**config.mk**
```make
export PLATFORM = sky130hd
export DESIGN_NAME = operm_kp_seq_flat
export DESIGN_NICKNAME = d
export VERILOG_FILES = /design/src/rtl/operm_pkg.sv /design/src/rtl/operm_kp_seq_if.sv /design/src/rtl/operm_kp_mem.sv /design/src/rtl/operm_kp_seq.sv /design/src/flat_wrapper.sv
export SDC_FILE = /design/constraint.sdc
export NUM_CORES = 1
export LEC_CHECK = 0
export CAP_MARGIN = 5
export CORE_MARGIN = 2
export CORE_UTILIZATION = 39
export CTS_CLUSTER_SIZE = 40
export DETAILED_ROUTE_END_ITERATION = 16
export HOLD_SLACK_MARGIN = 0.1
export MAX_ROUTING_LAYER = met4
export SLEW_MARGIN = 20
export SYNTH_ARGS = -nofsm -noshare
export SYNTH_HDL_FRONTEND = slang
export SYNTH_SLANG_ARGS = --single-unit
```
**constraint.sdc**
```tcl
create_clock -name clk -period 5 [get_ports clk]
set_input_delay 1.5 -clock clk [delete_from_list [all_inputs] [get_ports clk]]
set_output_delay 1.5 -clock clk [all_outputs]
set_load 0.01 [all_outputs]
```
**src/rtl/operm_pkg.sv**
```systemverilog
// Shared definitions for the operand-permute k_ctrl token sequencer:
// opcode width, the opcode constants and the sequencer FSM states.
package operm_pkg;

  localparam int CTRL_W = 4;

  localparam logic [CTRL_W-1:0] KC_OP8  = 4'd8;
  localparam logic [CTRL_W-1:0] KC_OP9  = 4'd9;
  localparam logic [CTRL_W-1:0] KC_OP13 = 4'd13;
  localparam logic [CTRL_W-1:0] KC_OP14 = 4'd14;
  localparam logic [CTRL_W-1:0] KC_OP15 = 4'd15;

  typedef enum logic {
    ST_IDLE = 1'b0,
    ST_RUN  = 1'b1
  } state_t;

endpackage

```
**src/rtl/operm_kp_seq_if.sv**
```systemverilog
// Configuration, command and token-handshake bundle of the k_ctrl sequencer.
// The master drives program/commands and kp_ack; the slave is the sequencer.
interface operm_kp_seq_if #(
  parameter int DEPTH = 16,
  parameter int RPT_W = 8
);
  localparam int AW = (DEPTH > 1) ? $clog2(DEPTH) : 1;

  logic                          cfg_we;
  logic [AW-1:0]                 cfg_addr;
  logic [operm_pkg::CTRL_W-1:0]  cfg_ctrl;
  logic [RPT_W-1:0]              cfg_rpt;
  logic [AW:0]                   cfg_len;
  logic [RPT_W-1:0]              cfg_loops;
  logic                          start;
  logic                          abort;
  logic                          kp_req;
  logic                          kp_ack;
  logic [operm_pkg::CTRL_W-1:0]  k_ctrl;
  logic                          busy;
  logic                          done;
  logic                          err;

  modport master (
    output cfg_we, cfg_addr, cfg_ctrl, cfg_rpt, cfg_len, cfg_loops,
    output start, abort, kp_ack,
    input  kp_req, k_ctrl, busy, done, err
  );

  modport slave (
    input  cfg_we, cfg_addr, cfg_ctrl, cfg_rpt, cfg_len, cfg_loops,
    input  start, abort, kp_ack,
    output kp_req, k_ctrl, busy, done, err
  );
endinterface

```
**src/rtl/operm_kp_mem.sv**
```systemverilog
// Program register file: one synchronous write port, one combinational read
// port. Contents are deliberately not reset.
module operm_kp_mem #(
  parameter int DEPTH = 16,
  parameter int AW    = 4,
  parameter int EW    = 12
) (
  input  logic          clk,
  input  logic          we_i,
  input  logic [AW-1:0] waddr_i,
  input  logic [EW-1:0] wdata_i,
  input  logic [AW-1:0] raddr_i,
  output logic [EW-1:0] rdata_o
);
  logic [EW-1:0] mem_q [DEPTH];

  always_ff @(posedge clk) begin
    if (we_i) begin
      mem_q[waddr_i] <= wdata_i;
    end
  end

  assign rdata_o = mem_q[raddr_i];
endmodule

```
**src/rtl/operm_kp_seq.sv**
```systemverilog
// k_ctrl token sequencer: replays a stored program of {opcode, repeat} entries
// a configurable number of times over a req/ack handshake.
module operm_kp_seq
  import operm_pkg::*;
#(
  parameter int DEPTH = 16,
  parameter int RPT_W = 8
) (
  input  logic              clk,
  input  logic              rst,
  operm_kp_seq_if.slave     kp
);
  localparam int AW = (DEPTH > 1) ? $clog2(DEPTH) : 1;
  localparam int EW = CTRL_W + RPT_W;
  localparam logic [AW:0] DEPTH_L = (AW+1)'(DEPTH);
  localparam logic [AW:0] ONE_L   = (AW+1)'(1);

  state_t            state_q, state_d;
  logic [AW-1:0]     pc_q, pc_d;
  logic [RPT_W-1:0]  rpt_cnt_q, rpt_cnt_d;
  logic [RPT_W-1:0]  loop_cnt_q, loop_cnt_d;
  logic [RPT_W-1:0]  cur_rpt_q, cur_rpt_d;
  logic [AW:0]       len_q, len_d;
  logic [RPT_W-1:0]  loops_q, loops_d;
  logic              kp_req_q, kp_req_d;
  logic [CTRL_W-1:0] k_ctrl_q, k_ctrl_d;
  logic              done_q, done_d;
  logic              err_q, err_d;

  logic              mem_we;
  logic [AW-1:0]     rd_addr;
  logic [EW-1:0]     rd_data;
  logic              at_last;
  logic              xfer;
  logic              cmd_err;

  // The read port always looks one entry ahead (next pc, or entry 0 when
  // idle / wrapping), so the current entry's repeat count is kept in cur_rpt_q.
  assign at_last = ({1'b0, pc_q} == (len_q - ONE_L));
  assign rd_addr = (state_q == ST_IDLE || at_last) ? '0 : pc_q + 1'b1;
  assign mem_we  = kp.cfg_we && (state_q == ST_IDLE);
  assign xfer    = kp_req_q && kp.kp_ack;

  operm_kp_mem #(
    .DEPTH (DEPTH),
    .AW    (AW),
    .EW    (EW)
  ) u_mem (
    .clk     (clk),
    .we_i    (mem_we),
    .waddr_i (kp.cfg_addr),
    .wdata_i ({kp.cfg_ctrl, kp.cfg_rpt}),
    .raddr_i (rd_addr),
    .rdata_o (rd_data)
  );

  always_ff @(posedge clk or posedge rst) begin
    if (rst) begin
      state_q    <= ST_IDLE;
      pc_q       <= '0;
      rpt_cnt_q  <= '0;
      loop_cnt_q <= '0;
      cur_rpt_q  <= '0;
      len_q      <= '0;
      loops_q    <= '0;
      kp_req_q   <= 1'b0;
      k_ctrl_q   <= '0;
      done_q     <= 1'b0;
      err_q      <= 1'b0;
    end else begin
      state_q    <= state_d;
      pc_q       <= pc_d;
      rpt_cnt_q  <= rpt_cnt_d;
      loop_cnt_q <= loop_cnt_d;
      cur_rpt_q  <= cur_rpt_d;
      len_q      <= len_d;
      loops_q    <= loops_d;
      kp_req_q   <= kp_req_d;
      k_ctrl_q   <= k_ctrl_d;
      done_q     <= done_d;
      err_q      <= err_d;
    end
  end

  always_comb begin
    state_d    = state_q;
    pc_d       = pc_q;
    rpt_cnt_d  = rpt_cnt_q;
    loop_cnt_d = loop_cnt_q;
    cur_rpt_d  = cur_rpt_q;
    len_d      = len_q;
    loops_d    = loops_q;
    kp_req_d   = kp_req_q;
    k_ctrl_d   = k_ctrl_q;
    done_d     = 1'b0;
    cmd_err    = 1'b0;
    unique case (state_q)
      ST_IDLE: begin
        if (kp.start && !kp.abort) begin
          if (kp.cfg_len != '0 && kp.cfg_len <= DEPTH_L) begin
            state_d    = ST_RUN;
            len_d      = kp.cfg_len;
            loops_d    = kp.cfg_loops;
            pc_d       = '0;
            rpt_cnt_d  = '0;
            loop_cnt_d = '0;
            kp_req_d   = 1'b1;
            k_ctrl_d   = rd_data[EW-1:RPT_W];
            cur_rpt_d  = rd_data[RPT_W-1:0];
          end else begin
            cmd_err = 1'b1;
          end
        end
      end
      ST_RUN: begin
        cmd_err = kp.start || kp.cfg_we;
        if (kp.abort) begin
          state_d    = ST_IDLE;
          kp_req_d   = 1'b0;
          pc_d       = '0;
          rpt_cnt_d  = '0;
          loop_cnt_d = '0;
        end else if (xfer) begin
          if (rpt_cnt_q < cur_rpt_q) begin
            rpt_cnt_d = rpt_cnt_q + 1'b1;
          end else if (!at_last || loop_cnt_q < loops_q) begin
            pc_d       = at_last ? '0 : pc_q + 1'b1;
            loop_cnt_d = at_last ? loop_cnt_q + 1'b1 : loop_cnt_q;
            rpt_cnt_d  = '0;
            k_ctrl_d   = rd_data[EW-1:RPT_W];
            cur_rpt_d  = rd_data[RPT_W-1:0];
          end else begin
            state_d    = ST_IDLE;
            kp_req_d   = 1'b0;
            done_d     = 1'b1;
            pc_d       = '0;
            rpt_cnt_d  = '0;
            loop_cnt_d = '0;
          end
        end
      end
      default: state_d = ST_IDLE;
    endcase
    // A rejected command landing on the final transfer yields to done.
    err_d = cmd_err && !done_d;
  end

  always_comb begin
    kp.kp_req = kp_req_q;
    kp.k_ctrl = k_ctrl_q;
    kp.busy   = (state_q == ST_RUN);
    kp.done   = done_q;
    kp.err    = err_q;
  end
endmodule
```
**src/flat_wrapper.sv**
```systemverilog
// flat-port wrapper written by rule: the top's interface ports become plain ports
module operm_kp_seq_flat import operm_pkg::*;
#(
  parameter int DEPTH = 16,
  parameter int RPT_W = 8
)
  (clk, rst, kp_cfg_we, kp_cfg_addr, kp_cfg_ctrl, kp_cfg_rpt, kp_cfg_len, kp_cfg_loops, kp_start, kp_abort, kp_kp_ack, kp_kp_req, kp_k_ctrl, kp_busy, kp_done, kp_err);
  operm_kp_seq_if #(.DEPTH(DEPTH), .RPT_W(RPT_W)) kp_i ();
  input  logic clk;
  input  logic rst;
  input wire logic [$bits(kp_i.cfg_we)-1:0] kp_cfg_we;
  input wire logic [$bits(kp_i.cfg_addr)-1:0] kp_cfg_addr;
  input wire logic [$bits(kp_i.cfg_ctrl)-1:0] kp_cfg_ctrl;
  input wire logic [$bits(kp_i.cfg_rpt)-1:0] kp_cfg_rpt;
  input wire logic [$bits(kp_i.cfg_len)-1:0] kp_cfg_len;
  input wire logic [$bits(kp_i.cfg_loops)-1:0] kp_cfg_loops;
  input wire logic [$bits(kp_i.start)-1:0] kp_start;
  input wire logic [$bits(kp_i.abort)-1:0] kp_abort;
  input wire logic [$bits(kp_i.kp_ack)-1:0] kp_kp_ack;
  output wire logic [$bits(kp_i.kp_req)-1:0] kp_kp_req;
  output wire logic [$bits(kp_i.k_ctrl)-1:0] kp_k_ctrl;
  output wire logic [$bits(kp_i.busy)-1:0] kp_busy;
  output wire logic [$bits(kp_i.done)-1:0] kp_done;
  output wire logic [$bits(kp_i.err)-1:0] kp_err;
  assign kp_i.cfg_we = kp_cfg_we;
  assign kp_i.cfg_addr = kp_cfg_addr;
  assign kp_i.cfg_ctrl = kp_cfg_ctrl;
  assign kp_i.cfg_rpt = kp_cfg_rpt;
  assign kp_i.cfg_len = kp_cfg_len;
  assign kp_i.cfg_loops = kp_cfg_loops;
  assign kp_i.start = kp_start;
  assign kp_i.abort = kp_abort;
  assign kp_i.kp_ack = kp_kp_ack;
  assign kp_kp_req = kp_i.kp_req;
  assign kp_k_ctrl = kp_i.k_ctrl;
  assign kp_busy = kp_i.busy;
  assign kp_done = kp_i.done;
  assign kp_err = kp_i.err;
  operm_kp_seq #(.DEPTH(DEPTH), .RPT_W(RPT_W)) u_core (.clk(clk), .rst(rst), .kp(kp_i));
endmodule
```
# == After elaboration in Yosys (flattened, before gate mapping) ==
# Memory sizes are Yosys's and may differ from the RTL's.
# Index checks and enable logic that the tools add are counted.
# word_totals
out_inout_bits,8
mem_bits_rw,192
reg_bits,49
word_cells,108
n_memories,1
# op_classes
n_eq_ne,11
n_reduce_logical,18
bitwise,1
order_cmp,3
muxes,59
addsub,4
# memory_table
name,depth,width,read_ports,rd_ports_with_merged_regs,write_ports,line_no,rtl
u_core.u_mem.mem_q,16,12,1,0,1,operm_kp_mem.sv:15,logic [EW-1:0] mem_q [DEPTH];
# op_table
cell,count
2-to-1 mux 8 bit,16
2-to-1 mux 4 bit,14
one-hot mux 8 bit (2 select lines),3
2-to-1 mux 1 bit,21
"adder 8 x 1 -> 8 bit, second input constant",2
< comparator 8 bit,2
one-hot mux 4 bit (2 select lines),2
"!= test 2 bit, second input constant",6
AND reduction 5 bit,2
"!= test 3 bit, second input constant",3
one-hot mux 1 bit (2 select lines),3
AND reduction 3 bit,2
AND reduction 6 bit,1
equality test 4 x 5 -> 1 bit,1
"less-or-equal comparator 5 bit, second input constant",1
logical AND 1 bit,5
nonzero test 5 bit,1
"subtractor 5 x 1 -> 5 bit, second input constant",1
"adder 4 x 1 -> 4 bit, second input constant",1
"!= test 4 bit, second input constant",1
AND reduction 4 bit,1
zero test 1 bit,3
logical OR 1 bit,3
inverter 1 bit,1

# == Depth between registers and ports, before layout ==
# depth
depth_word,11
mapped_depth,11
depth_no_buf,9

# == Modules after synthesis ==
# From an unflattened synthesis, not the netlist that was laid out.
# hier_totals
cells_unflattened,587
area_unflattened_um2,10098.4
# modules_own_cells
mod,cells_each,instances,area_each_um2,seq_area_each_um2
operm_kp_mem,317,1,7359.6,5765.5
operm_kp_seq,270,1,2738.9,1226.2

# == Worst setup path before layout ==
# Ideal clock, no wire load.
# synth_path
path_kind,in2reg
start,in kp_cfg_len[2]
end,reg u_core.loop_cnt_q[0]
path_stages,8
t_required_ns,4.861
slack_ns,1.501
arrival_time_ns,3.361
path_buffers,1
setup_ns,0.139
path_cell_list,or4_1 -> or3_1 -> and3b_1 -> nand2_1 -> clkbuf_1 -> nor2_1 -> xnor2_1 -> nor2_1
# synth_between
elab_chain_len,4
# synth_rtl
element,line_no,rtl
start: declaration,flat_wrapper.sv:15,input wire logic [$bits(kp_i.cfg_len)-1:0] kp_cfg_len;
less-or-equal comparator 5 bit or nonzero test 5 bit (tied branches),operm_kp_seq.sv:100,if (kp.cfg_len != '0 && kp.cfg_len <= DEPTH_L) begin
logical AND 1 bit *,operm_kp_seq.sv:100,
!= test 2 bit (no line) *,-,
AND reduction 5 bit (no line) *,-,
end signal: assignment,operm_kp_seq.sv:74,loop_cnt_q <= loop_cnt_d;
end: declaration,operm_kp_seq.sv:21,"logic [RPT_W-1:0] loop_cnt_q, loop_cnt_d;"
# Mark *: on every way between the ends. The rest lies on a longest branch, timed or not.
# A chain may end at the register's enable or synchronous reset.

# == Final worst setup path ==
# layout_path
start,in kp_cfg_len[2]
end,reg u_core.loop_cnt_q[3]
# The elaborated chain is that of the path after synthesis.

==> results.md <==
- Startpoint types: input port
- Global-route wire length before repair: 39800 µm
- Final min period: 3890 ps
- Power Density: 395 nW/µm²
- Later-pin clock latency in the skew report: 540 ps
- Final Cycle Share: 77.7%
- Seq/Total Area, Yosys: 68.1%
- Initial DRC count: 600
- Layout Skew: 12.6 ps
- Hold crit path type: flip-flop to flip-flop
- Post-synth top area share: 56.1%
- Initial core utilization: 39.5%
- Synth top area cells: edfxtp_1 56%, dfrtp_1 12%, o21ai_0 2.5%, ha_1 2.2%, nand2_1 2.2%
- Cts repair resizes: 0
- Routed wire per std cell: 22.2 µm
- Largest net degree at the start of global routing: 50
- CP Capture Type: flip-flop
- PortBufs: 42
- Total chip power: 4.76 mW
- CTS tree: yes
- Crit Path Class: input port to flip-flop
- Top-count cell post-synth: edfxtp_1
- Initial antenna violation count: 0
- Clk root buf: clkbuf_16
- Final hold viol count: 0
- Max frequency: 257 MHz
- Residual DRC count: 0
- Worst slack, placed: 556 ps
- Tightest Pin Transition: 936 ps
- Antenna Nets Post-Route: 0
- Overflow after GRT: 0
- Hold_buf cts: 0
- CP required: 5400 ps
- Predominant post-synthesis flop cell: edfxtp_1
- Yosys top cell by area: edfxtp_1
- Layout cell share with drive strength beyond 1: 13.1%
- Mapped cell area: 10300 µm²
- Core area: 26000 µm²
- Ant. Diodes: 0
- Arrival @ worst endpoint: 4280 ps
- Die Area: 27600 µm²
- Vias in the first global route: 6618
- Worst rel slew slack: 37.2%
- Fraction of registers with async set/reset: 20.3%
- Ports: 43
- Met1 GRT Util: 26.0%
- Total global-route track usage: 19.3%
- Cell count after synthesis: 761
- CTS clk-pin slew, worst paths: 60 ps
- Status: completed
- Global route hottest layer: met2
- Layout Area Growth over Synthesis: 17.4%
- Setup bufs post-CTS: 0
- Detailed Route WL: 26100 µm
- Final nets: 877
- Max Cap Viol: 0
- Total CTS buffers: 25
- Setup Viol. Count Final: 0
- Max FO, Critical Path: 17
- EDFF count, synth: 192
- Max Buffers Root-to-Sink: 3
- Routing usage on met2: 30.3%
- Worst setup margin: 1110 ps
- Fillers: 2294
- Post-synth top cells: 192 x edfxtp_1, 60 x nand2_1, 52 x nor2_1, 52 x o21ai_0, 49 x dfrtp_1
- Met3 GRT Util: 3.15%
- Mean Syn Cell Area: 13.5 µm²
- Post-synthesis register bit count: 241
- Synth cell types: 51
- Slew Limit Fails: 0
- Max IR drop VDD: 291 µV
- R2r setup slk: 1370 ps
- Yosys warns: 0
- Via count: 6664
- Post-Route Setup TNS: 0 ps
- First-pass DRT Iterations: 5
- Die Wd: 166 µm
- Syn_nets: 814
- RSZ-0062 raised after global routing: no
- FP Rows: 59
- Dpl hpwl: 17000 µm
- Routed vias/inst: 5.66
- Clock sinks: 241
- Static leakage: 4.14 nW
- CTS H-tree depth: 1
- Die Y: 166 µm
- Final GP Congestion: 0.834
## worst paths after layout
check | start | to | cells after the start
worst max-delay path | kp_cfg_len[2] | u_core.loop_cnt_q[3] | 7
worst min-delay path | u_core.loops_q[6] | u_core.loops_q[6] | 1
worst max register to register | u_core.len_q[0] | u_core.kp.k_ctrl[1] | 9
worst min register to register | u_core.loops_q[6] | u_core.loops_q[6] | 1
max in group asynchronous | rst | u_core.loop_cnt_q[2] | 2
min in group asynchronous | rst | u_core.rpt_cnt_q[4] | 2
## layer usage
metal  vias to the layer above  wire length [µm]
met1                      3300             11500
met5                         -                 0
met2                       253             12100
met3                        56              1610
li1                       3055                 -
met4                         0               841
## layout by cell type, fill, tap and decap left out, types with 3 or more instances in the layout
| master | netlist | layout |
|---|---|---|
| buf_4 | 0 | 28 |
| clkbuf_16 | 0 | 25 |
| nor3_2 | 0 | 6 |
| dfrtp_1 | 49 | 49 |
| a221o_1 | 4 | 4 |
| nand4_1 | 5 | 5 |
| o21ai_0 | 52 | 52 |
| o211ai_1 | 5 | 5 |
| o31ai_1 | 3 | 3 |
| a22o_1 | 19 | 19 |
| clkdlybuf4s50_1 | 0 | 42 |
| ha_1 | 18 | 18 |
| inv_1 | 24 | 23 |
| o2bb2ai_1 | 12 | 12 |
| a211o_1 | 3 | 3 |
| clkbuf_1 | 25 | 3 |
| a21oi_1 | 37 | 37 |
| mux2_2 | 18 | 18 |
| edfxtp_1 | 192 | 192 |
| a31oi_1 | 10 | 10 |
| xor2_1 | 4 | 4 |
| mux2i_1 | 20 | 20 |
| nor4_1 | 3 | 3 |
| nand2_1 | 60 | 60 |
| xnor2_1 | 14 | 14 |
| nor3_1 | 13 | 7 |
| a221oi_1 | 16 | 16 |
| clkbuf_8 | 0 | 7 |
| or2_2 | 11 | 11 |
| nor2_1 | 52 | 52 |
| nand3_1 | 22 | 22 |
| nor2b_1 | 6 | 6 |
| nand2b_1 | 7 | 7 |
| o32ai_1 | 20 | 20 |
| clkinv_2 | 0 | 6 |
| or4_1 | 3 | 3 |
## layout make-up
class	instances	area, µm²	area share [%]
clock inverters	10	116	0.965
flip-flops and latches	241	6990	58.0
repair buffers	70	631	5.23
multi-input cells	462	3080	25.5
clock buffers	35	733	6.08
inverters	24	91.3	0.757
well taps	335	419	3.48
## critical path: stages
cell and delay [ps]:
clkdlybuf4s50_1 410, or4_1 640, a222oi_1 400, and3b_1 270, nand2_1 330, a21oi_1 610, nor2_1 110
## where the power goes
part / internal (mW) / switching [mW]
clock network: 1.13 / 0.784
logic: 0.218 / 0.308
registers: 2.25 / 0.0719
## logic make-up after synthesis
group | Yosys count | synth area share, %
buffers and inverters | 58 | 2.30
multiplexers | 38 | 3.92
AO/OA/AOI/OAI | 196 | 13.3
XOR/XNOR | 18 | 1.54
flip-flops | 241 | 68.1
adder cells (fa/ha/maj) | 18 | 2.19
AND/OR/NAND/NOR | 192 | 8.66
## stage by stage
stage,util [%],hold slack (ps),instance area (µm²),cells
after detailed placement,43.1,496,11200,1132
after global routing,46.4,530,12100,1177
final,46.4,509,12100,1177
after global placement,43.1,493,11200,1132
after CTS,46.4,510,12100,1177
after floorplan,-,471,10300,761
## state kept, by name (all words and copies together), names as in the netlist
| signal | flops |
|---|---|
| u_core.kp.done | 1 |
| u_core.kp.busy | 1 |
| u_core.kp.k_ctrl | 4 |
| u_core.rpt_cnt_q | 8 |
| u_core.cur_rpt_q | 8 |
| u_core.kp.err | 1 |
| u_core.kp.kp_req | 1 |
| u_core.u_mem.mem_q | 192 |
| u_core.pc_q | 4 |
| u_core.loop_cnt_q | 8 |
| u_core.len_q | 5 |
| u_core.loops_q | 8 |
(Power assumes the default switching activity.)
